### src/rtl/axis_framer_pkg.sv
`default_nettype none
// ============================================================================
//  Module      : axis_framer_pkg
//  Description : Shared types and constants for the AXI-Stream sample framer
//                (framer state encoding, frame counter width).
//  Revision    : 1.0 - initial release
// ============================================================================
package axis_framer_pkg;

    // Framer control states
    typedef enum logic [1:0] {
        IDLE      = 2'd0,
        RUN       = 2'd1,
        STOP_PEND = 2'd2,
        FLUSH     = 2'd3
    } state_t;

    // Width of the completed-frame counter
    localparam int FRAME_COUNT_W = 16;

endpackage : axis_framer_pkg
`default_nettype wire

### src/rtl/axis_skid_buf.sv
`default_nettype none
// ============================================================================
//  Module      : axis_skid_buf
//  Description : Two-entry (main + skid) register slice. One cycle latency,
//                full throughput, in-order. The upstream ready is a pure
//                register output, so there is no path from out_ready to
//                in_ready.
//  Revision    : 1.0 - initial release
// ============================================================================
module axis_skid_buf #(
    parameter int WIDTH = 17
) (
    input  logic             clk,
    input  logic             rst,
    input  logic [WIDTH-1:0] in_data,
    input  logic             in_valid,
    output logic             in_ready,
    output logic [WIDTH-1:0] out_data,
    output logic             out_valid,
    input  logic             out_ready,
    output logic             empty
);

    logic [WIDTH-1:0] main_data;
    logic             main_valid;
    logic [WIDTH-1:0] skid_data;
    logic             skid_valid;

    // Ready only while the skid register is free; a stalled main entry can
    // still absorb exactly one more beat into the skid register.
    assign in_ready  = !skid_valid;
    assign out_data  = main_data;
    assign out_valid = main_valid;
    assign empty     = !main_valid && !skid_valid;

    // Main/skid register update: refill main from skid first to keep order
    always_ff @(posedge clk) begin
        if (rst) begin
            main_data  <= '0;
            main_valid <= 1'b0;
            skid_data  <= '0;
            skid_valid <= 1'b0;
        end else begin
            if (!main_valid || out_ready) begin
                if (skid_valid) begin
                    main_data  <= skid_data;
                    main_valid <= 1'b1;
                    skid_valid <= 1'b0;
                end else if (in_valid && !skid_valid) begin
                    main_data  <= in_data;
                    main_valid <= 1'b1;
                end else begin
                    main_valid <= 1'b0;
                end
            end else if (in_valid && !skid_valid) begin
                // Main is stalled: park the incoming beat, main holds steady
                skid_data  <= in_data;
                skid_valid <= 1'b1;
            end
        end
    end

endmodule : axis_skid_buf
`default_nettype wire

### src/rtl/axis_framer.sv
`default_nettype none
// ============================================================================
//  Module      : axis_framer
//  Description : Cuts a continuous signed sample stream into frames of
//                frame_len beats, tagging the final beat with tlast, and
//                feeds the result through a skid buffer to the peak/RMS core.
//                A run/stop FSM lets a stop request finish the current frame
//                and drain the buffer before going idle.
//                Optional feature macro: AXIS_FRAMER_STATS_EN enables the
//                completed-frame counter; otherwise frame_count is tied to 0.
//  Revision    : 1.0 - initial release
// ============================================================================
module axis_framer
    import axis_framer_pkg::*;
#(
    parameter int DATA_WIDTH = 16,
    parameter int LEN_WIDTH  = 16
) (
    input  logic                     clk,
    input  logic                     rst,
    input  logic [DATA_WIDTH-1:0]    s_tdata,
    input  logic                     s_tvalid,
    output logic                     s_tready,
    output logic [DATA_WIDTH-1:0]    m_tdata,
    output logic                     m_tvalid,
    output logic                     m_tlast,
    input  logic                     m_tready,
    input  logic [LEN_WIDTH-1:0]     frame_len,
    input  logic                     enable,
    output logic [FRAME_COUNT_W-1:0] frame_count
);

    localparam int PAYLOAD_W = DATA_WIDTH + 1;

    state_t               state;
    logic [LEN_WIDTH-1:0] index;
    logic [LEN_WIDTH-1:0] len_q;
    logic [LEN_WIDTH-1:0] len_sel;
    logic [LEN_WIDTH-1:0] last_index;
    logic [LEN_WIDTH-1:0] index_next;
    logic                 beat_last;
    logic                 accept;
    logic                 buf_in_ready;
    logic                 buf_empty;
    logic [PAYLOAD_W-1:0] buf_out;

    // Ready depends only on registers: skid occupancy and FSM state
    assign s_tready = buf_in_ready && (state == RUN || state == STOP_PEND);
    assign accept   = s_tvalid && s_tready;

    // Frame position: first beat of a frame uses the live length, later beats
    // use the latched one; a length of 0 behaves as 1.
    always_comb begin
        len_sel    = (index == '0) ? frame_len : len_q;
        last_index = (len_sel == '0) ? '0 : len_sel - LEN_WIDTH'(1);
        beat_last  = (index == last_index);
        index_next = index;
        if (accept) begin
            index_next = beat_last ? '0 : index + LEN_WIDTH'(1);
        end
    end

    // Beat index and frame length latch
    always_ff @(posedge clk) begin
        if (rst) begin
            index <= '0;
            len_q <= '0;
        end else begin
            if (accept && index == '0) begin
                len_q <= frame_len;
            end
            index <= index_next;
        end
    end

    // Run/stop control: a stop finishes the open frame, then drains the buffer
    always_ff @(posedge clk) begin
        if (rst) begin
            state <= IDLE;
        end else begin
            case (state)
                IDLE: begin
                    if (enable) state <= RUN;
                end
                RUN: begin
                    if (!enable) state <= (index_next == '0) ? FLUSH : STOP_PEND;
                end
                STOP_PEND: begin
                    if (accept && beat_last) state <= FLUSH;
                end
                FLUSH: begin
                    if (buf_empty) state <= IDLE;
                end
                default: state <= IDLE;
            endcase
        end
    end

    // The tlast tag rides alongside the sample in the payload MSB
    axis_skid_buf #(
        .WIDTH (PAYLOAD_W)
    ) u_skid (
        .clk       (clk),
        .rst       (rst),
        .in_data   ({beat_last, s_tdata}),
        .in_valid  (accept),
        .in_ready  (buf_in_ready),
        .out_data  (buf_out),
        .out_valid (m_tvalid),
        .out_ready (m_tready),
        .empty     (buf_empty)
    );

    assign m_tdata = buf_out[DATA_WIDTH-1:0];
    assign m_tlast = buf_out[DATA_WIDTH];

`ifdef AXIS_FRAMER_STATS_EN
    logic [FRAME_COUNT_W-1:0] frame_cnt;

    // Count frames as their last beat leaves; wraps naturally
    always_ff @(posedge clk) begin
        if (rst) begin
            frame_cnt <= '0;
        end else if (m_tvalid && m_tready && m_tlast) begin
            frame_cnt <= frame_cnt + FRAME_COUNT_W'(1);
        end
    end

    assign frame_count = frame_cnt;
`else
    assign frame_count = '0;
`endif

endmodule : axis_framer
`default_nettype wire

### config.mk
export PLATFORM = sky130hd
export DESIGN_NAME = axis_framer
export DESIGN_NICKNAME = d
export VERILOG_FILES = /design/src/rtl/axis_framer_pkg.sv /design/src/rtl/axis_skid_buf.sv /design/src/rtl/axis_framer.sv
export SDC_FILE = /design/constraint.sdc
export NUM_CORES = 1
export LEC_CHECK = 0
export BUFFER_PORTS_ARGS = -buffer_cell sky130_fd_sc_hd__buf_2
export CAP_MARGIN = 20
export CORE_MARGIN = 4
export CORE_UTILIZATION = 35
export DETAILED_ROUTE_END_ITERATION = 7
export GPL_TIMING_DRIVEN = 0
export SYNTH_ARGS = -nofsm -noshare
export SYNTH_HDL_FRONTEND = slang
export SYNTH_SLANG_ARGS = --single-unit
### constraint.sdc
create_clock -name clk -period 4.4 [get_ports clk]
set_clock_uncertainty 0.15 [all_clocks]
set_input_delay 0.88 -clock clk [delete_from_list [all_inputs] [get_ports clk]]
set_output_delay 0.88 -clock clk [all_outputs]
set_load 0.01 [all_outputs]
==> summary.md, run 1 <==
| Metric | Value |
|---|---|
| Maximum root-to-sink buffer count | 2 |
| Dpl ws | -786.2 ps |
| Cells after DPL | 841 |
| Io pins | between 70 and 80 |
| Via count of the first global-routing pass | 4,575 |
| Maximum vdd ir drop | 0.3218 mV |
| Launching element type of the critical path | flip-flop |
| Clock transition at path regs | 60 ps |
| Filler cells | 1,281 |
| Flip-flop and latch area | roughly 1400 um2 |
| EDFF count, synth | 0 |
| Die area | 15,100 um2 |
| Diodes inserted | 0 |
| Site row count | just over 40 |
| Aggregate negative setup slack | -2653 ps |
| Mean cell area of the mapped netlist | 7.712 um2 |
| Number of warnings printed during yosys synthesis | 0 |
| Crit path setup slack, layout | -170.9 ps |
| Setup violations, final | 20 |
| Root Buffer | sky130_fd_sc_hd__clkbuf_16 |
| Dpl hpwl | approximately 10 mm |
| Violated checks | setup timing |
| Count of final max-slew check failures | 0 |
| Most instantiated flip-flop cell in the synthesis netlist | sky130_fd_sc_hd__dfxtp_1 |
| X dimension of the die | ~120 um |
| Number of failing hold endpoints at the final stage | 0 |
| Crit path max fanout | 7 |
| Clock tree from TritonCTS | yes |
| Growth of design area from synthesis to finish | 28.01% |
| Final instance count without filler cells | between 800 and 900 |
| Router iterations before antenna repair | 5 |
| Placer congestion estimate | 0.9284 |
| Routed via count | 4,751 |
| Antenna violations before repair | 0 |
| Pin count of the biggest net entering global routing | 14 |
| Core footprint | 12,770 um2 |
| Netlist Area Pre-Place | 4619 um2 |
| Longest individual stage delay on the worst path | ~630 ps |
| Die Y | approximately 120 um |
| Synthesis-stage register bit count | 70 |
| Final layout net count | 749 |
| Ratio of final minimum period to clock period | 1.039 |
| Power density of the placed cells | 509.5 nW/um2 |
| Count of different cell masters after synthesis | 64 |
| CP required | between 4000 and 5000 ps |
| Cell with the biggest individual delay on the critical path | sky130_fd_sc_hd__or4b_4 |
| Hold/Removal Path Class | flip-flop to flip-flop |
| Starting density of the core | 0.3616 |
| IO Port Bufs | 55 |
| Share of synthesized area occupied by flip-flops and latches | 0.3034 |
| Area used by multi-input combinational logic | approximately 3100 um2 |
| Final antenna-violating net count | 0 |
| Headroom to the max-slew limit | 0.2474 |
| Max Freq | around 220 MHz |
| CTS sink cnt | 70 |
| Fraction of registers with async set or reset after synthesis | 0 |
| Routed vias/inst | about 5.4 |
| Maximum level of the CTS H-tree | 3 |
| GR Util All Layers | 0.1849 |
| RSZ-0062 raised after global routing | yes |
| CP cell instances | inv_4, ha_4, nor4b_4, and4_4, buf_8, mux2i_4, ha_2, or4b_4, or4_4, mux2i_4, mux2i_2, xnor2_1, nand2_1, or4b_4, buf_4, nor3_2, o221a_2 |
| Leakage power | 2.245 nW |
| Detailed-route wire length | 13.83 mm |
| Cell count after synthesis | 599 |
| WL per Instance | 15.69 um |
| Final Hold Slack | 306.2 ps |
| Wire length of the first global-routing pass | 22.36 mm |
| Crit path arrival time | 4700 ps |
| DRC errors left | 0 |
| Insertion delay of the later-clocked pin in the worst-skew pair | around 330 ps |
| Number of max-cap violations | 0 |
| Transition time of the tightest slew-check pin | 1119 ps |
| Final period demand of the worst path | 4571 ps |
| Total clock buffers created by CTS | 9 |
| Run status | finished with violations |
| Grt ovf | 0 |
| Crit. End Element | flip-flop |
| Starting DRC count in detailed routing | 219 |
| Fraction of final layout cells sized beyond drive strength 1 | 0.2496 |
| Worst Path Class, Setup | flip-flop to flip-flop |
==> critical path: cells and delay by family (launching register included) <==
kind | cells | cell delay (ps)
AO/OA/AOI/OAI | 1 | 200
XOR/XNOR | 1 | 140
adder cells (fa/ha/maj) | 2 | 360
buffers and inverters | 3 | 350
flip-flops | 1 | 350
multiplexers | 3 | 670
AND/OR/NAND/NOR | 7 | 2290
==> final timing paths <==
kind,startpoint,end,slack (ps),cells past startpoint
setup reg to reg,index[1],u_skid.out_data[16],-170,17
hold reg to reg,u_skid.skid_data[6],u_skid.skid_data[6],310,2
hold / removal,u_skid.skid_data[6],u_skid.skid_data[6],310,2
setup / recovery,index[1],u_skid.out_data[16],-170,17
==> repair_timing <==
action | 4_1_cts | 5_1_grt
cloned | 1 | 0
hold buffers | 0 | 0
buffers inserted | 28 | 6
pin swaps | 9 | 10
gates resized for setup | 25 | 18
setup endpoints to repair | 20 | 20
==> where the power goes <==
group	leakage (nW)	switching, mW	total (mW)	internal (mW)
Clock	0.139	0.292	0.734	0.443
Sequential	0.571	0.0927	0.835	0.742
Combinational	1.53	0.832	1.44	0.612
==> through the flow <==
step	cell area, um2	utilization	power [mW]
floorplan	4751	-	1.755
finish	5913	0.4629	3.013
CTS	5802	0.4542	2.975
detailed placement	5241	0.4103	2.109
global route	5913	0.4629	3.209
global placement	5241	0.4103	2.072
==> synth_stat cells, drive strengths merged (3+ instances only) <==
cell type,instances,area [um2]
nand2,89,334.1
dfxtp,70,1401
nor2,58,217.7
a21oi,44,224.0
clkbuf,33,123.9
mux2i,28,284.0
buf,25,170.2
xnor2,25,219.0
nor3,22,110.1
a211oi,20,150.1
xor2,18,157.7
nand3,17,85.08
nor4,16,112.6
inv,11,41.29
nand4,9,68.81
and3,8,50.05
ha,8,100.1
o211ai,7,52.55
o21ai,7,38.78
or4,7,56.30
or3,6,37.54
nand4b,5,43.79
nor3b,5,37.54
a31oi,4,25.02
and2,4,25.02
and4,4,35.03
o21a,4,30.03
o31ai,4,30.03
a22oi,3,22.52
mux2,3,33.78
nor2b,3,18.77
nor4b,3,41.29
o41ai,3,26.28
or2,3,18.77
==> cells in the final DEF (no fill, tap or decap), drive strengths merged, types with 3 or more instances in the layout <==
master  count
nor2b       3
xor2       18
nor3b       5
mux2        3
nor3       22
o41ai       3
dfxtp      70
or4         7
conb       16
a31oi       4
nor4b       3
a21oi      44
xnor2      25
ha          8
nand4b      5
o21a        4
nand4       9
mux2i      28
or3         6
or2         3
clkbuf     36
nand3      17
buf       111
and4        4
and2        4
a22oi       3
o31ai       4
inv        12
a211oi     20
nand2      89
o211ai      7
nor4       16
and3        8
nor2       58
o21ai       7
==> logic make-up after synthesis <==
logic type | share of synthesized area
AND/OR/NAND/NOR | 0.2947
AO/OA/AOI/OAI | 0.1566
flip-flops | 0.3034
buffers and inverters | 0.07259
XOR/XNOR | 0.08153
multiplexers | 0.06880
adder cells (fa/ha/maj) | 0.02167
other | 0.0008118
==> cell type report <==
cell class | instances | share of cell area
Buffer | 47 | 0.04528
Tap cell | 172 | 0.03639
Multi-Input combinational cell | 475 | 0.5277
Clock inverter | 6 | 0.01206
Sequential cell | 70 | 0.2397
Clock buffer | 10 | 0.03872
Inverter | 11 | 0.007829
Timing Repair Buffer | 90 | 0.09226
==> sequential cells by signal, summed over array words and instances, names as in the netlist <==
name               cells
index                 16
len_q                 16
state                  2
u_skid.out_data       17
u_skid.out_valid       1
u_skid.skid_data      17
u_skid.skid_valid      1
==> metal layers <==
metal  routed length (um)  GRT usage
met5                    0          0
met3                  893    0.04470
met4                  301    0.07348
met2                 6624     0.3041
met1                 6008     0.2325
(Power assumes the default switching activity.)
==> run 2, diff against run 1 <==
--- a/config.mk
+++ b/config.mk
@@ -10,7 +10,6 @@
 export CORE_MARGIN = 4
 export CORE_UTILIZATION = 35
 export DETAILED_ROUTE_END_ITERATION = 7
-export GPL_TIMING_DRIVEN = 0
 export SYNTH_ARGS = -nofsm -noshare
 export SYNTH_HDL_FRONTEND = slang
 export SYNTH_SLANG_ARGS = --single-unit
==> summary.md, run 2 (same netlist as run 1, synthesis figures left out) <==
| Metric | Value |
|---|---|
| Die Y | 122.9 um |
| Aggregate negative setup slack | -0.4827 ps |
| Cell with the biggest individual delay on the critical path | sky130_fd_sc_hd__or4b_4 |
| Wire length of the first global-routing pass | 21.20 mm |
| Worst reg2reg path startpoint | index[1] |
| Insertion delay of the later-clocked pin in the worst-skew pair | 340 ps |
| Worst Path Class, Setup | flip-flop to flip-flop |
| CTS sink cnt | 70 |
| Pin count of the biggest net entering global routing | just under 60 |
| Finished Cell Area | 5817 um2 |
| Routed via count | ~4,500 |
| Internal reg-to-reg setup slack | -0.5 ps |
| Final Hold Slack | 306.1 ps |
| Maximum level of the CTS H-tree | 3 |
| Max Freq | 227.2 MHz |
| Crit path max fanout | 7 |
| Worst reg-to-reg path cell count | 16 |
| Transition time of the tightest slew-check pin | approximately 810 ps |
| Dpl hpwl | 9.559 mm |
| Commonest non-fill, non-tap cells in the layout | sky130_fd_sc_hd__nand2_1, sky130_fd_sc_hd__dfxtp_1, sky130_fd_sc_hd__nor2_1 |
| Area post-placement | 5256 um2 |
| Most common library cell in the layout ignoring fill and taps | sky130_fd_sc_hd__nand2_1 |
| Io pins | 72 |
| Site row count | 41 |
| Growth of design area from synthesis to finish | 25.92% |
| Fraction of final layout cells sized beyond drive strength 1 | 0.2478 |
| RSZ-0062 raised after global routing | yes |
| Core footprint | 12,770 um2 |
| Final antenna-violating net count | 0 |
| IO Port Bufs | between 50 and 60 |
| Crit. End Element | flip-flop |
| GR Util All Layers | 0.1754 |
| Router iterations before antenna repair | 5 |
| Setup violations, final | 1 |
| Clock transition at path regs | 70 ps |
| X dimension of the die | 122.9 um |
| Final period demand of the worst path | 4400 ps |
| Detailed-route wire length | 12.99 mm |
| Total clock buffers created by CTS | 9 |
| Antenna violations before repair | 0 |
| Longest individual stage delay on the worst path | about 600 ps |
| Count of final max-slew check failures | 0 |
| Clock tree from TritonCTS | yes |
| Headroom to the max-slew limit | 0.4538 |
| CP cell instances | inv_2, ha_4, nor4b_4, and4_4, mux2i_2, buf_4, ha_4, or4b_4, or4_1, mux2i_1, mux2i_1, xnor2_1, nand2_1, or4b_4, or3_4, a21oi_2 |
| Worst hold path cell count | 2 |
| WL per Instance | between 15 and 20 um |
| Grt ovf | 0 |
| Starting DRC count in detailed routing | 230 |
| Hold/Removal Path Class | flip-flop to flip-flop |
| Diodes inserted | 0 |
| CP required | 4530 ps |
| FF-to-FF End | u_skid.skid_data[16] |
| Maximum vdd ir drop | about 0.29 mV |
| Crit path arrival time | 4530 ps |
| Launching element type of the critical path | flip-flop |
| Placer congestion estimate | 0.8816 |
| Die area | 15,100 um2 |
| Ratio of final minimum period to clock period | 1.000 |
| Routed vias/inst | 5.212 |
| Power density of the placed cells | 524.6 nW/um2 |
| Number of max-cap violations | 0 |
| Endpoint, Worst Hold | u_skid.skid_data[6] |
| Number of failing hold endpoints at the final stage | 0 |
| Crit path setup slack, layout | -0.4827 ps |
| DRC errors left | 0 |
| Run status | finished with violations |
| Number of buffers inserted by hold repair at cts | 0 |
| Via count of the first global-routing pass | roughly 4,200 |
| Starting density of the core | 0.3616 |
| Final layout net count | 726 |
| Maximum root-to-sink buffer count | 2 |
| Startpoint of the lowest-slack hold path | u_skid.skid_data[6] |
| Root Buffer | sky130_fd_sc_hd__clkbuf_16 |
| Leakage power | 2.246 nW |
| Violated checks | setup timing |
run 2: cell types whose count changed in the layout (fill, tap and decap cells not counted), sizes merged:
cell      before  now
buf          111  114
bufinv         1    2
clkbuf        36    9
clkinv         2    1
clkinvlp       2    1
inv           12   14
run 2: stage by stage:
stage	power (mW)	cells	setup WS, ps	utilization
3_5_place_dp	2.116	826	-144.4	0.4115
2_1_floorplan	1.755	614	-198.5	-
3_3_place_gp	2.088	826	-35.80	0.4115
4_1_cts	3.001	851	48.36	0.4440
6_report	3.051	858	-0.4827	0.4554
5_1_grt	3.254	858	-171.2	0.4554
run 2: area by class of cell:
class,count,area (um2)
Timing Repair Buffer,114,738.2
Fill cell,1236,6957
Sequential cell,70,1404
Multi-Input combinational cell,475,3085
Clock inverter,7,105.1
Tap cell,172,215.2
Clock buffer,9,225.2
Inverter,11,43.79
run 2: critical path, delay by kind of cell, from the launching register on:
kind / cells / cell delay [ps]
compound gates: 1 / 110
xor+xnor: 1 / 150
fa+ha+maj: 2 / 250
buf+inv: 2 / 240
flops: 1 / 320
mux: 3 / 690
simple gates: 7 / 2420
run 2: worst max path at each step:
stage               from                   end  slack (ps)  cells past startpoint
5_1_grt         index[1]  u_skid.skid_data[16]        -170                     16
4_1_cts         index[1]             index[13]          50                     20
3_3_place_gp    index[1]  u_skid.skid_data[16]         -40                     16
6_report        index[1]  u_skid.skid_data[16]        -0.5                     16
3_5_place_dp    index[1]  u_skid.skid_data[16]        -140                     16
2_1_floorplan  index[14]  u_skid.skid_data[16]        -200                     17
run 2: power by group:
group          switching, mW  internal [mW]
clock network          0.313          0.506
registers              0.102          0.742
logic                  0.773          0.616
run 2: per-layer routing:
metal / share of wire / track usage / routed length (um)
met1: 0.45 / 0.2287 / 5892
met2: 0.47 / 0.2904 / 6149
met3: 0.061 / 0.04286 / 791
met4: 0.012 / 0.04479 / 154
met5: 0 / 0 / 0
run 2: repair_timing:
action                                  CTS  global route
gates cloned                              0             0
endpoints found under the setup margin   20            20
gates resized for setup                   6            17
buffers inserted                          9             7
pin swaps                                 3             7
hold endpoints to repair                  0             0
